==> config.mk <==
export PLATFORM = sky130hd
export DESIGN_NAME = vga_scanout
export DESIGN_NICKNAME = d
export VERILOG_FILES = /design/src/rtl/vga_timing_pkg.sv /design/src/rtl/vga_timing_gen.sv /design/src/rtl/vga_scanout.sv
export SDC_FILE = /design/constraint.sdc
export NUM_CORES = 1
export LEC_CHECK = 0
export ABC_AREA = 1
export BUFFER_PORTS_ARGS = -buffer_cell sky130_fd_sc_hd__buf_2
export CAP_MARGIN = 15
export CORE_MARGIN = 3
export CORE_UTILIZATION = 44
export CTS_CLUSTER_DIAMETER = 150
export DETAILED_ROUTE_END_ITERATION = 16
export PLACE_DENSITY = 0.68
export SYNTH_ARGS = -nofsm -noshare
export SYNTH_HDL_FRONTEND = slang
export SYNTH_SLANG_ARGS = --single-unit
==> constraint.sdc <==
create_clock -name clk -period 2.1 [get_ports clk]
set_clock_uncertainty 0.15 [all_clocks]
set_input_delay 0.42 -clock clk [delete_from_list [all_inputs] [get_ports clk]]
set_output_delay 0.42 -clock clk [all_outputs]
set_load 0.005 [all_outputs]
==> src/rtl/vga_timing_pkg.sv <==
// Shared timing and frame-buffer constants for the VGA scan-out path.
// Defaults describe 640x480@60 Hz driven from a 100 MHz system clock.
package vga_timing_pkg;

   localparam int CLK_DIV_DEFAULT = 4;

   localparam int H_VIS   = 640;
   localparam int H_FP    = 16;
   localparam int H_SYNC  = 96;
   localparam int H_BP    = 48;
   localparam int H_TOTAL = H_VIS + H_FP + H_SYNC + H_BP;
   localparam int HS_START = H_VIS + H_FP;
   localparam int HS_END   = HS_START + H_SYNC;

   localparam int V_VIS   = 480;
   localparam int V_FP    = 10;
   localparam int V_SYNC  = 2;
   localparam int V_BP    = 33;
   localparam int V_TOTAL = V_VIS + V_FP + V_SYNC + V_BP;
   localparam int VS_START = V_VIS + V_FP;
   localparam int VS_END   = VS_START + V_SYNC;

   localparam int BUF_ROWS = 240;
   localparam int BUF_COLS = 320;
   localparam int PIX_W    = 12;

   // Widths of the counters, buffer addresses and colour channels
   localparam int CNT_W = 10;
   localparam int ROW_W = 8;
   localparam int COL_W = 9;
   localparam int CH_W  = 4;

endpackage

==> src/rtl/vga_timing_gen.sv <==
// Pixel-clock divider plus horizontal/vertical raster counters.
// Produces the pixel tick, visible-area flag, raw (unregistered) active-low
// syncs for the current counter position, and a one-clock frame_start pulse.
module vga_timing_gen
   import vga_timing_pkg::*;
#(
   parameter int CLK_DIV = CLK_DIV_DEFAULT,
   parameter int H_VIS_P  = H_VIS,
   parameter int H_FP_P   = H_FP,
   parameter int H_SYNC_P = H_SYNC,
   parameter int H_BP_P   = H_BP,
   parameter int V_VIS_P  = V_VIS,
   parameter int V_FP_P   = V_FP,
   parameter int V_SYNC_P = V_SYNC,
   parameter int V_BP_P   = V_BP
)(
   input  logic             clk,
   input  logic             rst,
   output logic             tick,
   output logic [CNT_W-1:0] h,
   output logic [CNT_W-1:0] v,
   output logic             vis,
   output logic             hsync_raw,
   output logic             vsync_raw,
   output logic             frame_start
);

   localparam int LINE_LEN    = H_VIS_P + H_FP_P + H_SYNC_P + H_BP_P;
   localparam int FRAME_LINES = V_VIS_P + V_FP_P + V_SYNC_P + V_BP_P;
   localparam int DIV_W       = $clog2(CLK_DIV);

   localparam logic [DIV_W-1:0] DIV_LAST = DIV_W'(CLK_DIV - 1);
   localparam logic [CNT_W-1:0] H_LAST   = CNT_W'(LINE_LEN - 1);
   localparam logic [CNT_W-1:0] V_LAST   = CNT_W'(FRAME_LINES - 1);
   localparam logic [CNT_W-1:0] H_VIS_C  = CNT_W'(H_VIS_P);
   localparam logic [CNT_W-1:0] V_VIS_C  = CNT_W'(V_VIS_P);
   localparam logic [CNT_W-1:0] HS_ON    = CNT_W'(H_VIS_P + H_FP_P);
   localparam logic [CNT_W-1:0] HS_OFF   = CNT_W'(H_VIS_P + H_FP_P + H_SYNC_P);
   localparam logic [CNT_W-1:0] VS_ON    = CNT_W'(V_VIS_P + V_FP_P);
   localparam logic [CNT_W-1:0] VS_OFF   = CNT_W'(V_VIS_P + V_FP_P + V_SYNC_P);

   logic [DIV_W-1:0] div;
   logic             h_wrap;
   logic             v_wrap;

   assign tick   = (div == DIV_LAST);
   assign h_wrap = (h == H_LAST);
   assign v_wrap = (v == V_LAST);

   // Divide the system clock down to one tick per VGA pixel
   always_ff @(posedge clk) begin
      if (rst) begin
         div <= '0;
      end else if (tick) begin
         div <= '0;
      end else begin
         div <= div + 1'b1;
      end
   end

   // Raster position: h steps each tick, v steps when h wraps, both wrap together at frame end
   always_ff @(posedge clk) begin
      if (rst) begin
         h <= '0;
         v <= '0;
      end else if (tick) begin
         if (h_wrap) begin
            h <= '0;
            v <= v_wrap ? '0 : v + 1'b1;
         end else begin
            h <= h + 1'b1;
         end
      end
   end

   // One-clock pulse on the edge where both counters return to the origin
   always_ff @(posedge clk) begin
      if (rst) begin
         frame_start <= 1'b0;
      end else begin
         frame_start <= tick && h_wrap && v_wrap;
      end
   end

   // Visible-area flag and active-low sync windows for the current position
   always_comb begin
      vis       = (h < H_VIS_C) && (v < V_VIS_C);
      hsync_raw = !((h >= HS_ON) && (h < HS_OFF));
      vsync_raw = !((v >= VS_ON) && (v < VS_OFF));
   end

endmodule

==> src/rtl/vga_scanout.sv <==
// Read side of the 320x240 frame buffer: walks the raster, requests each stored
// pixel for a 2x2 screen block, and registers colour and syncs together so the
// pins stay mutually aligned one pixel period behind the counters.
module vga_scanout
   import vga_timing_pkg::*;
#(
   parameter int CLK_DIV = CLK_DIV_DEFAULT,
   parameter int H_VIS_P  = H_VIS,
   parameter int H_FP_P   = H_FP,
   parameter int H_SYNC_P = H_SYNC,
   parameter int H_BP_P   = H_BP,
   parameter int V_VIS_P  = V_VIS,
   parameter int V_FP_P   = V_FP,
   parameter int V_SYNC_P = V_SYNC,
   parameter int V_BP_P   = V_BP
)(
   input  logic             clk,
   input  logic             rst,
   output logic [ROW_W-1:0] row_read,
   output logic [COL_W-1:0] col_read,
   input  logic [PIX_W-1:0] pixel_out,
   output logic [CH_W-1:0]  vga_red,
   output logic [CH_W-1:0]  vga_green,
   output logic [CH_W-1:0]  vga_blue,
   output logic             vga_hsync,
   output logic             vga_vsync,
   output logic             frame_start
);

   logic             tick;
   logic [CNT_W-1:0] h;
   logic [CNT_W-1:0] v;
   logic             vis;
   logic             hsync_raw;
   logic             vsync_raw;

   vga_timing_gen #(
      .CLK_DIV  (CLK_DIV),
      .H_VIS_P  (H_VIS_P),
      .H_FP_P   (H_FP_P),
      .H_SYNC_P (H_SYNC_P),
      .H_BP_P   (H_BP_P),
      .V_VIS_P  (V_VIS_P),
      .V_FP_P   (V_FP_P),
      .V_SYNC_P (V_SYNC_P),
      .V_BP_P   (V_BP_P)
   ) timing (
      .clk         (clk),
      .rst         (rst),
      .tick        (tick),
      .h           (h),
      .v           (v),
      .vis         (vis),
      .hsync_raw   (hsync_raw),
      .vsync_raw   (vsync_raw),
      .frame_start (frame_start)
   );

   // Halve the screen position to get the buffer address; park at 0 while blanking
   always_comb begin
      col_read = '0;
      row_read = '0;
      if (vis) begin
         col_read = COL_W'(h >> 1);
         row_read = ROW_W'(v >> 1);
      end
   end

   // On each pixel tick latch colour and syncs for the position being left
   always_ff @(posedge clk) begin
      if (rst) begin
         vga_red   <= '0;
         vga_green <= '0;
         vga_blue  <= '0;
         vga_hsync <= 1'b1;
         vga_vsync <= 1'b1;
      end else if (tick) begin
         if (vis) begin
            vga_red   <= pixel_out[11:8];
            vga_green <= pixel_out[7:4];
            vga_blue  <= pixel_out[3:0];
         end else begin
            vga_red   <= '0;
            vga_green <= '0;
            vga_blue  <= '0;
         end
         vga_hsync <= hsync_raw;
         vga_vsync <= vsync_raw;
      end
   end

endmodule

==> results of run 1 <==
synthesized netlist by cell type (all sizes together):
master	n
nor2	62
ha	5
xor2	5
dfxtp	37
o22ai	1
nand2	71
buf	5
inv	39
a21oi	5
nor3b	2
o21ai	7
nor3	8
a41oi	1
nand4	7
clkbuf	2
nand3	29
and2	2
flip-flops by register name, summed over array words and instances, names as in the netlist:
name                flops
timing.v               10
vga_hsync               1
vga_blue                4
timing.frame_start      1
timing.h               10
vga_red                 4
vga_green               4
timing.div              2
vga_vsync               1
what timing repair did:
item	CTS	global route
setup endpoints to repair	17	17
hold buffers	0	0
hold endpoints to repair	0	0
gates resized for setup	1	5
logic make-up (layout without fill, tap and decap cells):
| kind of cell | after synthesis | in the layout | synth area share (%) |
|---|---|---|---|
| buffers and inverters | 46 | 95 | 9.63 |
| flip-flops | 37 | 37 | 38.5 |
| AO/OA/AOI/OAI | 14 | 14 | 4.10 |
| AND/OR/NAND/NOR | 181 | 181 | 42.2 |
| adder cells (fa/ha/maj) | 5 | 5 | 3.25 |
| XOR/XNOR | 5 | 5 | 2.28 |
routing by layer:
layer	vias up	wire, µm
met5	-	0
met4	0	54
met3	7	246
met2	45	2040
met1	809	2140
li1	990	-
final timing paths:
kind         slack, ps            end  cells past startpoint
max                120    row_read[1]                      6
min                190   vga_green[1]                      3
max reg2reg        320    timing.h[9]                      8
min reg2reg        280  timing.div[0]                      1
power by group through the flow:
stage	Clock, mW	Sequential [mW]	Combinational (mW)
2_1_floorplan	0	0.741	0.0376
5_1_grt	0.691	0.726	0.0841
3_3_place_gp	0	0.741	0.0721
6_report	0.656	0.724	0.0721
3_5_place_dp	0	0.740	0.0737
4_1_cts	0.665	0.724	0.0737
through the flow:
| stage | cells | power, mW | hold WS, ps | utilization [%] |
|---|---|---|---|---|
| after floorplan | 288 | 0.779 | 249 | - |
| after global placement | 379 | 0.813 | 262 | 53.3 |
| after detailed placement | 379 | 0.814 | 263 | 53.3 |
| after CTS | 387 | 1.46 | 182 | 56.3 |
| after global routing | 387 | 1.50 | 194 | 56.5 |
| final | 387 | 1.45 | 192 | 56.5 |
worst max-delay path, delay by kind of cell (launching register included):
| family | cells | cell delay, ps |
|---|---|---|
| buffers and inverters | 2 | 240 |
| flip-flops | 1 | 370 |
| AND/OR/NAND/NOR | 4 | 510 |
cell type report:
| cell class | instances | area [µm²] |
|---|---|---|
| Multi-Input combinational cell | 205 | 1000 |
| Timing Repair Buffer | 48 | 248 |
| Tap cell | 50 | 62.6 |
| Inverter | 39 | 149 |
| Sequential cell | 37 | 746 |
| Fill cell | 422 | 1790 |
| Clock buffer | 6 | 82.6 |
| Clock inverter | 2 | 37.5 |
==> flow_metrics.py, run 1 <==
metrics = {
    "detailed_routing": {
        "postRouteAntennaNets": 0,
        "routed_wl_um": 4480,
        "wl_per_cell_um": 11.6,
        "first_iter_violations": 133,
        "drc_errors": 0,
        "drtPass1Iterations": 4,
        "vias": 1851,
        "vias_per_cell": 4.78,
    },
    "logic_synthesis": {
        "syn_inst": 288,
        "synth_top_area_share_pct": 38.5,
        "synth_cell_types": 26,
        "synth.cell_area_um2": 1920,
        "mappedNetlistNets": 307,
        "ys_seq_area_share_pct": 38.5,
        "synth_top_area_cell": "dfxtp_1",
        "yosys_warnings": 0,
        "netlist_top_cells_area": "dfxtp_1 (39%), nand2_1 (13%), nor2_1 (11%), nand3_1 (7.5%), inv_1 (7.0%)",
        "syn-mean-instance-area_um2": 6.68,
        "ys_ff_latch": 37,
    },
    "pwr": {
        "ir_drop_mv": 0.348,
        "p_comb_share_pct": 5.0,
        "clkPwrFrac_pct": 45.2,
        "powerDensity_nw_per_um2": 625,
        "swShare_pct": 22.0,
        "p_leak_nw": 1.15,
        "p_switching_mw": 0.320,
        "intPower_mw": 1.13,
        "seqPwrFrac_pct": 49.9,
    },
    "sta": {
        "setup_viol": 0,
        "fmax_ghz": 0.505,
        "hold_viol_final": 0,
        "setup_ws_ps": 119,
        "maxSlewHeadroom_pct": 71.5,
        "fin_crit_sh_pct": 94.4,
        "fin_tns_setup_ps": 0,
        "slew_violations": 0,
        "fin_crit_ps": 1980,
        "tightest_slew_ps": 425,
    },
    "floorplanning": {
        "dieHeight_um": 72.1,
        "dieWidth_um": 72.1,
        "initial_utilization_pct": 46.7,
        "row_count": 23,
        "boundaryPins": 46,
        "dieArea_um2": 5200,
        "core-area_um2": 4120,
    },
    "clock_network": {
        "cts_tree": "built",
        "clk_pin_slew_ps": 80,
        "clockBufferDepth": 2,
        "cts_root_buf": "clkbuf_8",
        "post-cts-setup-buffers": 0,
        "cts-buffers-inserted": 5,
        "clock_latency_ps": 290,
        "cts_htree_levels": 2,
        "cts_sinks": 37,
    },
    "global_route": {
        "antenna_found_initial": 0,
        "busiest_layer": "met2",
        "grt_pass1_vias": 1648,
        "grt_max_degree": 18,
        "track_usage_pct": 18.4,
        "global_route.usage.met2_pct": 28.8,
        "grt_pass1_wl_um": 7530,
        "globalRouteOverflowTotal": 0,
        "use_met3_pct": 3.60,
        "grt_use_met1_pct": 24.9,
    },
    "critical_path": {
        "crit_arrival_ps": 1410,
        "cp-startpoint": "timing.h[8]",
        "critPathLaunchType": "register",
        "cpPeakStageDelay_ps": 370,
        "rr_startpoint": "timing.div[0]",
        "required_ps": 1530,
        "end_kind": "output port",
        "path_class": "reg2out",
        "slowest_stage": "dfxtp_1",
        "crit_chain": "nand2_2, nand3_1, nor2_2, inv_4, nor2_1, buf_2",
        "crit_fanout": 17,
    },
    "cells_and_area": {
        "drive_above_1_share_pct": 22.8,
        "num_antenna_cells": 0,
        "stdcell_area_um2": 2320,
        "final_common_cell": "nand2_1",
        "nNetsFinal": 355,
        "final_cell_mix": "nand2_1 (69), nor2_1 (53), buf_2 (45)",
        "area_delta_synth_final_pct": 20.9,
    },
    "place": {
        "gp_congestion": 0.823,
        "placed_area_um2": 2190,
        "hpwl_um": 3300,
        "numPortBuffers": 45,
        "dpl_worst_slack_ps": 238,
    },
    "status": {
        "outcome": "complete, no violations",
    },
    "hold_path": {
        "min_from": "pixel_out[5]",
        "hold_path.class": "in2reg",
    },
    "run": {
        "maxCapViolations": 0,
    },
}
Note: power is estimated with default switching activity, not from simulation.
==> run 2: changes to the inputs <==
--- a/config.mk
+++ b/config.mk
@@ -9,10 +9,10 @@
 export BUFFER_PORTS_ARGS = -buffer_cell sky130_fd_sc_hd__buf_2
 export CAP_MARGIN = 15
 export CORE_MARGIN = 3
-export CORE_UTILIZATION = 44
+export CORE_UTILIZATION = 57
 export CTS_CLUSTER_DIAMETER = 150
 export DETAILED_ROUTE_END_ITERATION = 16
-export PLACE_DENSITY = 0.68
+export PLACE_DENSITY = 0.84
 export SYNTH_ARGS = -nofsm -noshare
 export SYNTH_HDL_FRONTEND = slang
 export SYNTH_SLANG_ARGS = --single-unit
==> constraint.sdc (replaced) <==
create_clock -name clk -period 2.4 [get_ports clk]
set_clock_uncertainty 0.15 [all_clocks]
set_input_delay 0.48 -clock clk [delete_from_list [all_inputs] [get_ports clk]]
set_output_delay 0.48 -clock clk [all_outputs]
set_load 0.005 [all_outputs]
==> run 2 against run 1 <==
Net effect:
- power fell by 26%
- final cell count fell by 1.3%
- flip-flop and latch count did not move
- clock power fell by 43%
- setup slack improved by 110 ps
- sequential power fell by 12%
- die area fell by 21%
- non-clock buffer count rose by 1
- cell area fell by 2.2%
==> flow_metrics.py, run 2 (synthesis results as in run 1) <==
metrics = {
    "sta": {
        "rsz0062_at_grt": "false",
        "setup_viol": 0,
        "fin_crit_ps": 2170,
        "tightest_slew_ps": 739,
        "hold-worst-slack_ps": 201,
        "maxSlewHeadroom_pct": 50.6,
        "slew_violations": 0,
        "fin_crit_sh_pct": 90.4,
        "setup_ws_ps": 231,
        "hold_viol_final": 0,
        "fmax_ghz": 0.461,
    },
    "global_route": {
        "grt_pass1_vias": 1677,
        "grt_max_degree": 18,
        "globalRouteOverflowTotal": 0,
        "track_usage_pct": 23.5,
        "grt_pass1_wl_um": 7600,
        "antenna_found_initial": 0,
    },
    "detailed_routing": {
        "postRouteAntennaNets": 0,
        "vias_per_cell": 5.07,
        "vias": 1936,
        "wl_per_cell_um": 11.6,
        "first_iter_violations": 180,
        "drtPass1Iterations": 5,
        "routed_wl_um": 4420,
        "drc_errors": 0,
    },
    "clock_network": {
        "cts_sinks": 37,
        "clock_latency_ps": 340,
        "clk_pin_slew_ps": 110,
        "cts_root_buf": "clkbuf_4",
        "cts_tree": "built",
        "cts-buffers-inserted": 5,
        "cts_htree_levels": 2,
        "clockBufferDepth": 2,
        "hold_buffers": 0,
    },
    "floorplanning": {
        "boundaryPins": 46,
        "initial_utilization_pct": 61.5,
        "core-area_um2": 3130,
        "row_count": 20,
        "dieWidth_um": 64.1,
        "dieHeight_um": 64.1,
        "dieArea_um2": 4110,
    },
    "critical_path": {
        "path_class": "reg2out",
        "end_kind": "output port",
        "required_ps": 1770,
        "crit_fanout": 17,
        "crit_arrival_ps": 1540,
        "worst-r2r-setup-slack_ps": 350,
        "critPathLaunchType": "register",
    },
    "place": {
        "gp_congestion": 0.913,
        "hpwl_um": 3230,
        "numPortBuffers": 45,
        "dpl_worst_slack_ps": -29.4,
    },
    "cells_and_area": {
        "area_delta_synth_final_pct": 18.3,
        "nNetsFinal": 356,
        "final_common_cell": "nand2_1",
        "final_cell_mix": "nand2_1 (69), nor2_1 (53), buf_2 (45)",
        "top_regs": "timing.h: 10 flops, timing.v: 10 flops",
        "drive_above_1_share_pct": 21.9,
        "num_antenna_cells": 0,
    },
    "status": {
        "outcome": "complete, no violations",
    },
    "pwr": {
        "p_leak_nw": 1.14,
        "ir_drop_mv": 0.376,
        "powerDensity_nw_per_um2": 471,
    },
    "hold_path": {
        "hold_path.class": "in2reg",
    },
    "run": {
        "maxCapViolations": 0,
    },
}
## run 2: cell count changes in the layout (fill, tap and decap cells not counted), sizes merged
cell      before  now
buf           48   49
bufinv         1    0
clkbuf         6    7
clkinv         0    1
clkinvlp       1    0
## run 2: path summary, 6_finish.rpt
kind,start,end,cells past startpoint
hold / removal,pixel_out[0],vga_blue[0],3
setup reg to reg,timing.div[0],vga_vsync,5
hold reg to reg,timing.div[0],timing.div[0],1
setup / recovery,timing.v[6],row_read[0],6
## run 2: stage by stage
step | power (mW) | setup TNS, ps | cell area, µm² | instances | util, %
after floorplan | 0.682 | 0 | 1920 | 288 | -
after global placement | 0.709 | 0 | 2190 | 373 | 69.9
after detailed placement | 0.710 | -114 | 2190 | 373 | 69.9
after CTS | 1.08 | 0 | 2260 | 381 | 72.4
after global routing | 1.12 | 0 | 2270 | 382 | 72.7
final | 1.07 | 0 | 2270 | 382 | 72.7
## run 2: layout make-up
cell class / instances / area, µm²
clock buffers: 7 / 65.1
repair buffers: 49 / 255
well taps: 44 / 55.1
fillers: 276 / 853
inverters: 39 / 149
clock inverters: 1 / 5.00
flip-flops and latches: 37 / 741
multi-input cells: 205 / 1000
## run 2: repair_timing
item	4_1_cts	5_1_grt
gates resized for setup	2	2
pin swaps	0	1
endpoints found under the setup margin	17	17
buffers inserted	0	1
cloned	0	0
## run 2: power breakdown
part	total [mW]	switching, mW	internal (mW)
sequential	0.634	0.00680	0.628
combinational	0.0619	0.0380	0.0240
clock	0.376	0.206	0.170
## run 2: worst max-delay path: stages (launching register included)
cell     delay, ps
dfxtp_1        450
nand4_1        200
inv_1          140
nor2_4          60
inv_4          150
nor2_1          80
buf_2          130
## run 2: metal layers
layer	share of wire, %	global-route usage, %	routed length (µm)	vias to the layer above
li1	-	-	-	997
met1	45	32.1	2010	876
met2	47	35.7	2070	54
met3	6.0	4.57	264	9
met4	1.8	10.5	78	0
met5	0	0	0	-
